--- src/rtl/im_loader_pkg.sv ---
// Shared constants and types for the instruction-memory loader, the
// instruction memory and the CPU top.
package im_loader_pkg;

    localparam int IM_ADDR_W = 8;
    localparam int IM_DEPTH  = 1 << IM_ADDR_W;
    localparam int IM_DATA_W = 32;

    localparam logic [7:0] DEFAULT_SYNC_BYTE = 8'hA5;

    typedef enum logic [2:0] {
        ST_IDLE,
        ST_COUNT,
        ST_DATA,
        ST_WRITE,
        ST_CSUM,
        ST_DONE
    } state_e;

    // A count byte of zero stands for a full memory image.
    function automatic logic [8:0] word_count(input logic [7:0] n);
        return (n == 8'd0) ? 9'(IM_DEPTH) : {1'b0, n};
    endfunction

endpackage

--- src/rtl/im_loader_byte_word_packer.sv ---
// byte_word_packer: assembles big-endian 32-bit words from a byte stream and
// keeps a running XOR of every byte loaded since the last clear.
module im_loader_byte_word_packer (
    input  logic        clk_i,
    input  logic        rst_i,
    input  logic        load_i,
    input  logic        clear_i,
    input  logic [7:0]  byte_i,
    output logic [31:0] word_o,
    output logic        full_o,
    output logic [7:0]  csum_o
);

    logic [31:0] word_q;
    logic [31:0] word_d;
    logic [1:0]  cnt_q;
    logic [7:0]  csum_q;

    assign word_d = {word_q[23:0], byte_i};

    // Shift in bytes MSB first, count them and fold them into the checksum.
    always_ff @(posedge clk_i) begin
        if (rst_i || clear_i) begin
            word_q <= '0;
            cnt_q  <= '0;
            csum_q <= '0;
        end else if (load_i) begin
            word_q <= word_d;
            cnt_q  <= cnt_q + 2'd1;
            csum_q <= csum_q ^ byte_i;
        end
    end

    // The word is presented as it stands once the current byte is in, so the
    // loader can register it on the same edge the 4th byte arrives.
    assign word_o = load_i ? word_d : word_q;
    assign full_o = load_i && (cnt_q == 2'd3);
    assign csum_o = csum_q;

endmodule

--- src/rtl/im_loader.sv ---
// Serial instruction loader: receives a framed byte stream and writes the
// assembled words into the instruction memory, holding the CPU in reset
// while a frame is in progress.
//
// state  | meaning
// -------+-----------------------------------------------------------
// IDLE   | hunting for the sync byte, other bytes are dropped
// COUNT  | next byte is the word count (0 = 256 words)
// DATA   | collecting the 4 payload bytes of the current word
// WRITE  | one-cycle memory write of the assembled word, input stalled
// CSUM   | next byte is the XOR checksum of the payload
// DONE   | end-of-frame pulse, CPU released
module im_loader
    import im_loader_pkg::*;
#(
    parameter int                ADDR_W    = IM_ADDR_W,
    parameter logic [7:0]        SYNC_BYTE = DEFAULT_SYNC_BYTE,
    parameter logic [ADDR_W-1:0] BASE_ADDR = '0
) (
    input  logic                 clk,
    input  logic                 rst1,
    input  logic                 byte_valid,
    input  logic [7:0]           byte_data,
    output logic                 byte_ready,
    output logic                 im_wea,
    output logic [ADDR_W-1:0]    im_addr,
    output logic [IM_DATA_W-1:0] im_din,
    output logic                 cpu_hold,
    output logic                 done,
    output logic                 csum_err
);

    state_e                 state_q;
    logic                   ready_q;
    logic                   wea_q;
    logic [ADDR_W-1:0]      addr_q;
    logic [IM_DATA_W-1:0]   din_q;
    logic                   hold_q;
    logic                   done_q;
    logic                   err_q;
    logic [8:0]             n_q;
    logic [8:0]             k_q;
    logic [8:0]             k_d;
    logic [ADDR_W-1:0]      k_addr;

    logic                   xfer;
    logic                   pk_load;
    logic                   pk_clear;
    logic [31:0]            pk_word;
    logic                   pk_full;
    logic [7:0]             pk_csum;

    assign xfer     = byte_valid && ready_q;
    assign pk_clear = (state_q == ST_COUNT) && xfer;
    assign pk_load  = (state_q == ST_DATA) && xfer;
    assign k_d      = k_q + 9'd1;
    assign k_addr   = ADDR_W'(k_q);

    im_loader_byte_word_packer u_packer (
        .clk_i   (clk),
        .rst_i   (rst1),
        .load_i  (pk_load),
        .clear_i (pk_clear),
        .byte_i  (byte_data),
        .word_o  (pk_word),
        .full_o  (pk_full),
        .csum_o  (pk_csum)
    );

    // Frame sequencer; every output is a register set one cycle ahead.
    always_ff @(posedge clk) begin
        if (rst1) begin
            state_q <= ST_IDLE;
            ready_q <= 1'b0;
            wea_q   <= 1'b0;
            addr_q  <= '0;
            din_q   <= '0;
            hold_q  <= 1'b0;
            done_q  <= 1'b0;
            err_q   <= 1'b0;
            n_q     <= '0;
            k_q     <= '0;
        end else begin
            wea_q  <= 1'b0;
            done_q <= 1'b0;
            case (state_q)
                ST_IDLE: begin
                    ready_q <= 1'b1;
                    if (xfer && (byte_data == SYNC_BYTE)) begin
                        state_q <= ST_COUNT;
                        hold_q  <= 1'b1;
                    end
                end
                ST_COUNT: begin
                    if (xfer) begin
                        n_q     <= word_count(byte_data);
                        k_q     <= '0;
                        state_q <= ST_DATA;
                    end
                end
                ST_DATA: begin
                    if (pk_full) begin
                        ready_q <= 1'b0;
                        wea_q   <= 1'b1;
                        addr_q  <= BASE_ADDR + k_addr;
                        din_q   <= pk_word;
                        state_q <= ST_WRITE;
                    end
                end
                ST_WRITE: begin
                    ready_q <= 1'b1;
                    k_q     <= k_d;
                    state_q <= (k_d == n_q) ? ST_CSUM : ST_DATA;
                end
                ST_CSUM: begin
                    if (xfer) begin
                        err_q   <= (byte_data != pk_csum);
                        ready_q <= 1'b0;
                        done_q  <= 1'b1;
                        hold_q  <= 1'b0;
                        state_q <= ST_DONE;
                    end
                end
                ST_DONE: begin
                    ready_q <= 1'b1;
                    state_q <= ST_IDLE;
                end
                default: begin
                    ready_q <= 1'b0;
                    hold_q  <= 1'b0;
                    state_q <= ST_IDLE;
                end
            endcase
        end
    end

    assign byte_ready = ready_q;
    assign im_wea     = wea_q;
    assign im_addr    = addr_q;
    assign im_din     = din_q;
    assign cpu_hold   = hold_q;
    assign done       = done_q;
    assign csum_err   = err_q;

endmodule
--- config.mk ---
export PLATFORM = sky130hd
export DESIGN_NAME = im_loader
export DESIGN_NICKNAME = d
export VERILOG_FILES = /design/src/rtl/im_loader_pkg.sv /design/src/rtl/im_loader_byte_word_packer.sv /design/src/rtl/im_loader.sv
export SDC_FILE = /design/constraint.sdc
export NUM_CORES = 1
export LEC_CHECK = 0
export CAP_MARGIN = 20
export CORE_UTILIZATION = 40
export DETAILED_ROUTE_END_ITERATION = 7
export HOLD_SLACK_MARGIN = 0.15
export SYNTH_ARGS = -nofsm -noshare
export SYNTH_HDL_FRONTEND = slang
export SYNTH_SLANG_ARGS = --single-unit
--- constraint.sdc ---
create_clock -name clk -period 2.7 [get_ports clk]
set_input_delay 0.54 -clock clk [delete_from_list [all_inputs] [get_ports clk]]
set_output_delay 0.54 -clock clk [all_outputs]
set_load 0.005 [all_outputs]
==> results.md, run 1 <==
* Result of the run: complete, no violations
* Num ports at 56
* Top Layer Used: met4
* Gpl congestion at 0.7790
* Worst Path Max Fanout at 9
* Net count, final at 555
* Final ANT Viol Nets at 0
* Clk pwr share at 0.400
* Drt total wl at 9586 um
* Largest net degree at the start of global routing at 38
* ANT cells at 0
* Top delay family on crit path: compound AO/OA/AOI/OAI gates
* Antenna violations before repair at 0
* Slew HR at 0.5535
* WL per Instance at 14.10 um
* HPWL Detailed at ~6500 um
* Most frequent cells in the layout: nand2_1, dfxtp_1, a21oi_1
* Worst Setup End Kind: register
* Routed met3 length at approximately 250 um
* Post-CTS Resized at 0
* CTS H-tree lvls at 3
* Setup CP Type: register to register
* Core ar. at 9819 um2
* Sw frac at 0.2279
* Startpoint Class: register
* Max-Cap Viols at 0
* Critical path's slowest cell: or4_1
* Final Hold Vio Count at 0
* Sequential power share at 0.572
* Max-slew violation total from the final report at 0
* Synth Cell Area at approximately 4100 um2
* Post-synth top flop: dfxtp_1
* Avg Cell Area, Syn at 8.110 um2
* WP data required at 2.96 ns
* Post-layout instance area at 4954 um2
* Max incr delay on CP at 0.51 ns
* CTS tree: yes
* RSZ-0062 raised after global routing: no
* Worst-margin pin slew at between 0.6 and 0.7 ns
* Synthesis-to-finish area growth at 21.18%
* EDFF count, synth at 0
* Die Area at 10,630 um2
* Combinational power share at 0.027
* Wl on met1 at 4795 um
* Worst EP arrival at roughly 2.6 ns
* Hold Buf Count CTS at 0
* Switching Power at slightly below 600 uW
* Commonest non-fill, non-tap cell in the layout: nand2_1
* Setup TNS at 0 ns
* Initial Util at 0.4163
* Place WS at between 0.3 and 0.4 ns
* Worst-case clock skew at 0.009911 ns
* Worst-Skew Late Latency at 0.37 ns
* Pre-Repair DR Iteration Count at 4
* CP cell instances: ha_1 > nand3_4 > o21a_1 > or4_1 > a211o_1 > o31a_1
* DRC at 0
* Die Height at 103.1 um
* Period utilization at 0.8545
* Number of global-route vias before repair at 3,188
* Crit path buffers/inverters at 0
* Async set-reset flop share out of synthesis at 0
* Yosys warns at 0
* Grt ovf at 0
* CTS Root Cell: clkbuf_8
* Die width at 103.1 um
* Total CTS buffers at 9
* Syn Nets at 517
* Global-route wire length before repair at 15,630 um
* Clk slew on worst S/H paths at 0.10 ns
* GRT Overall Usage at 0.1927
* CTS max path bufs at 2
* Met2 WL at around 4500 um
* Setup ws final at 0.3929 ns
* Worst VDD drop at roughly 0.28 mV
* Row Count at 36
* Hold Crit Class: register to register
* Initial DRC Count at about 150
* PwrDens at about 520 nW/um2
* Unique cell type count in the Yosys netlist at 46
* Sequential-to-total area share from yosys stat at 0.4897
* Clock sink total at 100
* Leakage power at 1.669 nW
* Mapped Cells at between 500 and 600
* Placed Area at 4738 um2
* Share of cells above drive strength 1 at 0.05667
* Final setup viols at 0
* Vias/cell at 5.049
* Vias at ~3,400
* Pint at 1.992 mW
* Setup bufs post-CTS at 0
* Fmax at 0.4335 GHz
* IO Port Bufs at between 50 and 60
* Period minus WS final at 2.307 ns
* Synthesized flop and latch total at 100
==> flip-flops by register name (all words and copies together), names as in the netlist <==
name	flops
im_din	32
im_wea	1
cpu_hold	1
done	1
n_q	9
csum_err	1
k_q	9
u_packer.word_q	24
u_packer.cnt_q	2
im_addr	8
byte_ready	1
u_packer.csum_o	8
state_q	3
==> final timing paths <==
| kind | start | to | slack [ns] | cells past startpoint |
|---|---|---|---|---|
| max | k_q[0] | state_q[1] | 0.39 | 6 |
| min | im_din[7] | im_din[7] | 0.46 | 2 |
| max reg2reg | k_q[0] | state_q[1] | 0.39 | 6 |
| min reg2reg | im_din[7] | im_din[7] | 0.46 | 2 |
==> metrics by stage <==
step	utilization	instances	power, mW	hold WS (ns)
6_report	0.5045	680	2.579	0.4580
5_1_grt	0.5045	680	2.661	0.4748
4_1_cts	0.5045	680	2.608	0.4608
3_5_place_dp	0.4825	664	1.581	0.4484
3_3_place_gp	0.4825	664	1.581	0.4439
2_1_floorplan	-	504	1.540	0.4321
==> power groups by stage <==
stage	Sequential (mW)	Clock, mW	Combinational, mW
after floorplan	1.51	0	0.0301
after global placement	1.51	0	0.0709
after detailed placement	1.51	0	0.0710
after CTS	1.48	1.06	0.0711
after global routing	1.48	1.11	0.0753
final	1.48	1.03	0.0703
==> cell families after synthesis <==
group                      Yosys count  synth area share
adders and majority gates            2          0.006121
xor gates and xnor gates            27           0.05785
AOI/OAI and AO/OA                  106            0.1426
muxes                                9           0.02204
and+or+nand+nor                    221            0.2412
DFF                                100            0.4897
buffers and inverters               39           0.04040
==> cell type report <==
class	instances	area (um2)
clock buffer	11	151.4
clock inverter	5	63.81
fill	1005	4866
inverter	1	3.754
multi-input combinational	365	1921
sequential	100	2002
tap	133	166.4
timing repair buffer	65	645.6
==> cell usage after synthesis (3+ instances only) <==
library cell / instances / area (um2)
and4_1: 3 / 26.28
xor2_1: 21 / 183.9
nor3_1: 7 / 35.03
nand3b_1: 4 / 30.03
xnor2_1: 6 / 52.55
nor4_1: 6 / 37.54
nor2_1: 33 / 123.9
nand2b_1: 4 / 25.02
a21oi_1: 80 / 400.4
nand3_1: 5 / 25.02
clkbuf_1: 27 / 101.4
or3_1: 6 / 37.54
mux2i_1: 9 / 90.09
nand2_1: 139 / 521.8
dfxtp_1: 100 / 2002
buf_2: 9 / 45.04
o21ai_1: 8 / 40.04
==> worst reg2reg max path, cell delays in order (launching register included) <==
cell,delay [ns]
dfxtp_1,0.47
ha_1,0.34
nand3_4,0.15
o21a_1,0.23
or4_1,0.51
a211o_1,0.28
o31a_1,0.24
==> per-layer routing <==
| metal | GRT usage | up-vias |
|---|---|---|
| met5 | 0 | - |
| met1 | 0.2569 | 1621 |
| li1 | - | 1755 |
| met4 | 0.06501 | 0 |
| met2 | 0.3087 | 51 |
| met3 | 0.04271 | 6 |
Note: power is estimated with default switching activity, not from simulation.
==> inputs of run 2 (changes only) <==
--- a/config.mk
+++ b/config.mk
@@ -7,6 +7,8 @@
 export LEC_CHECK = 0
 export CAP_MARGIN = 20
 export CORE_UTILIZATION = 40
+export CTS_BUF_LIST = sky130_fd_sc_hd__clkbuf_8
+export CTS_CLUSTER_DIAMETER = 40
 export DETAILED_ROUTE_END_ITERATION = 7
 export HOLD_SLACK_MARGIN = 0.15
 export SYNTH_ARGS = -nofsm -noshare
==> constraint.sdc (replaced) <==
create_clock -name clk -period 2.7 [get_ports clk]
set_input_delay 0.54 -clock clk [delete_from_list [all_inputs] [get_ports clk]]
set_output_delay 0.54 -clock clk [all_outputs]
set_load 0.05 [all_outputs]
==> results of run 2 <==
Same layout as run 1 (identical final DEF). Status: complete, no violations.
Main changes from that run: total power 2.579 mW -> 2.582 mW
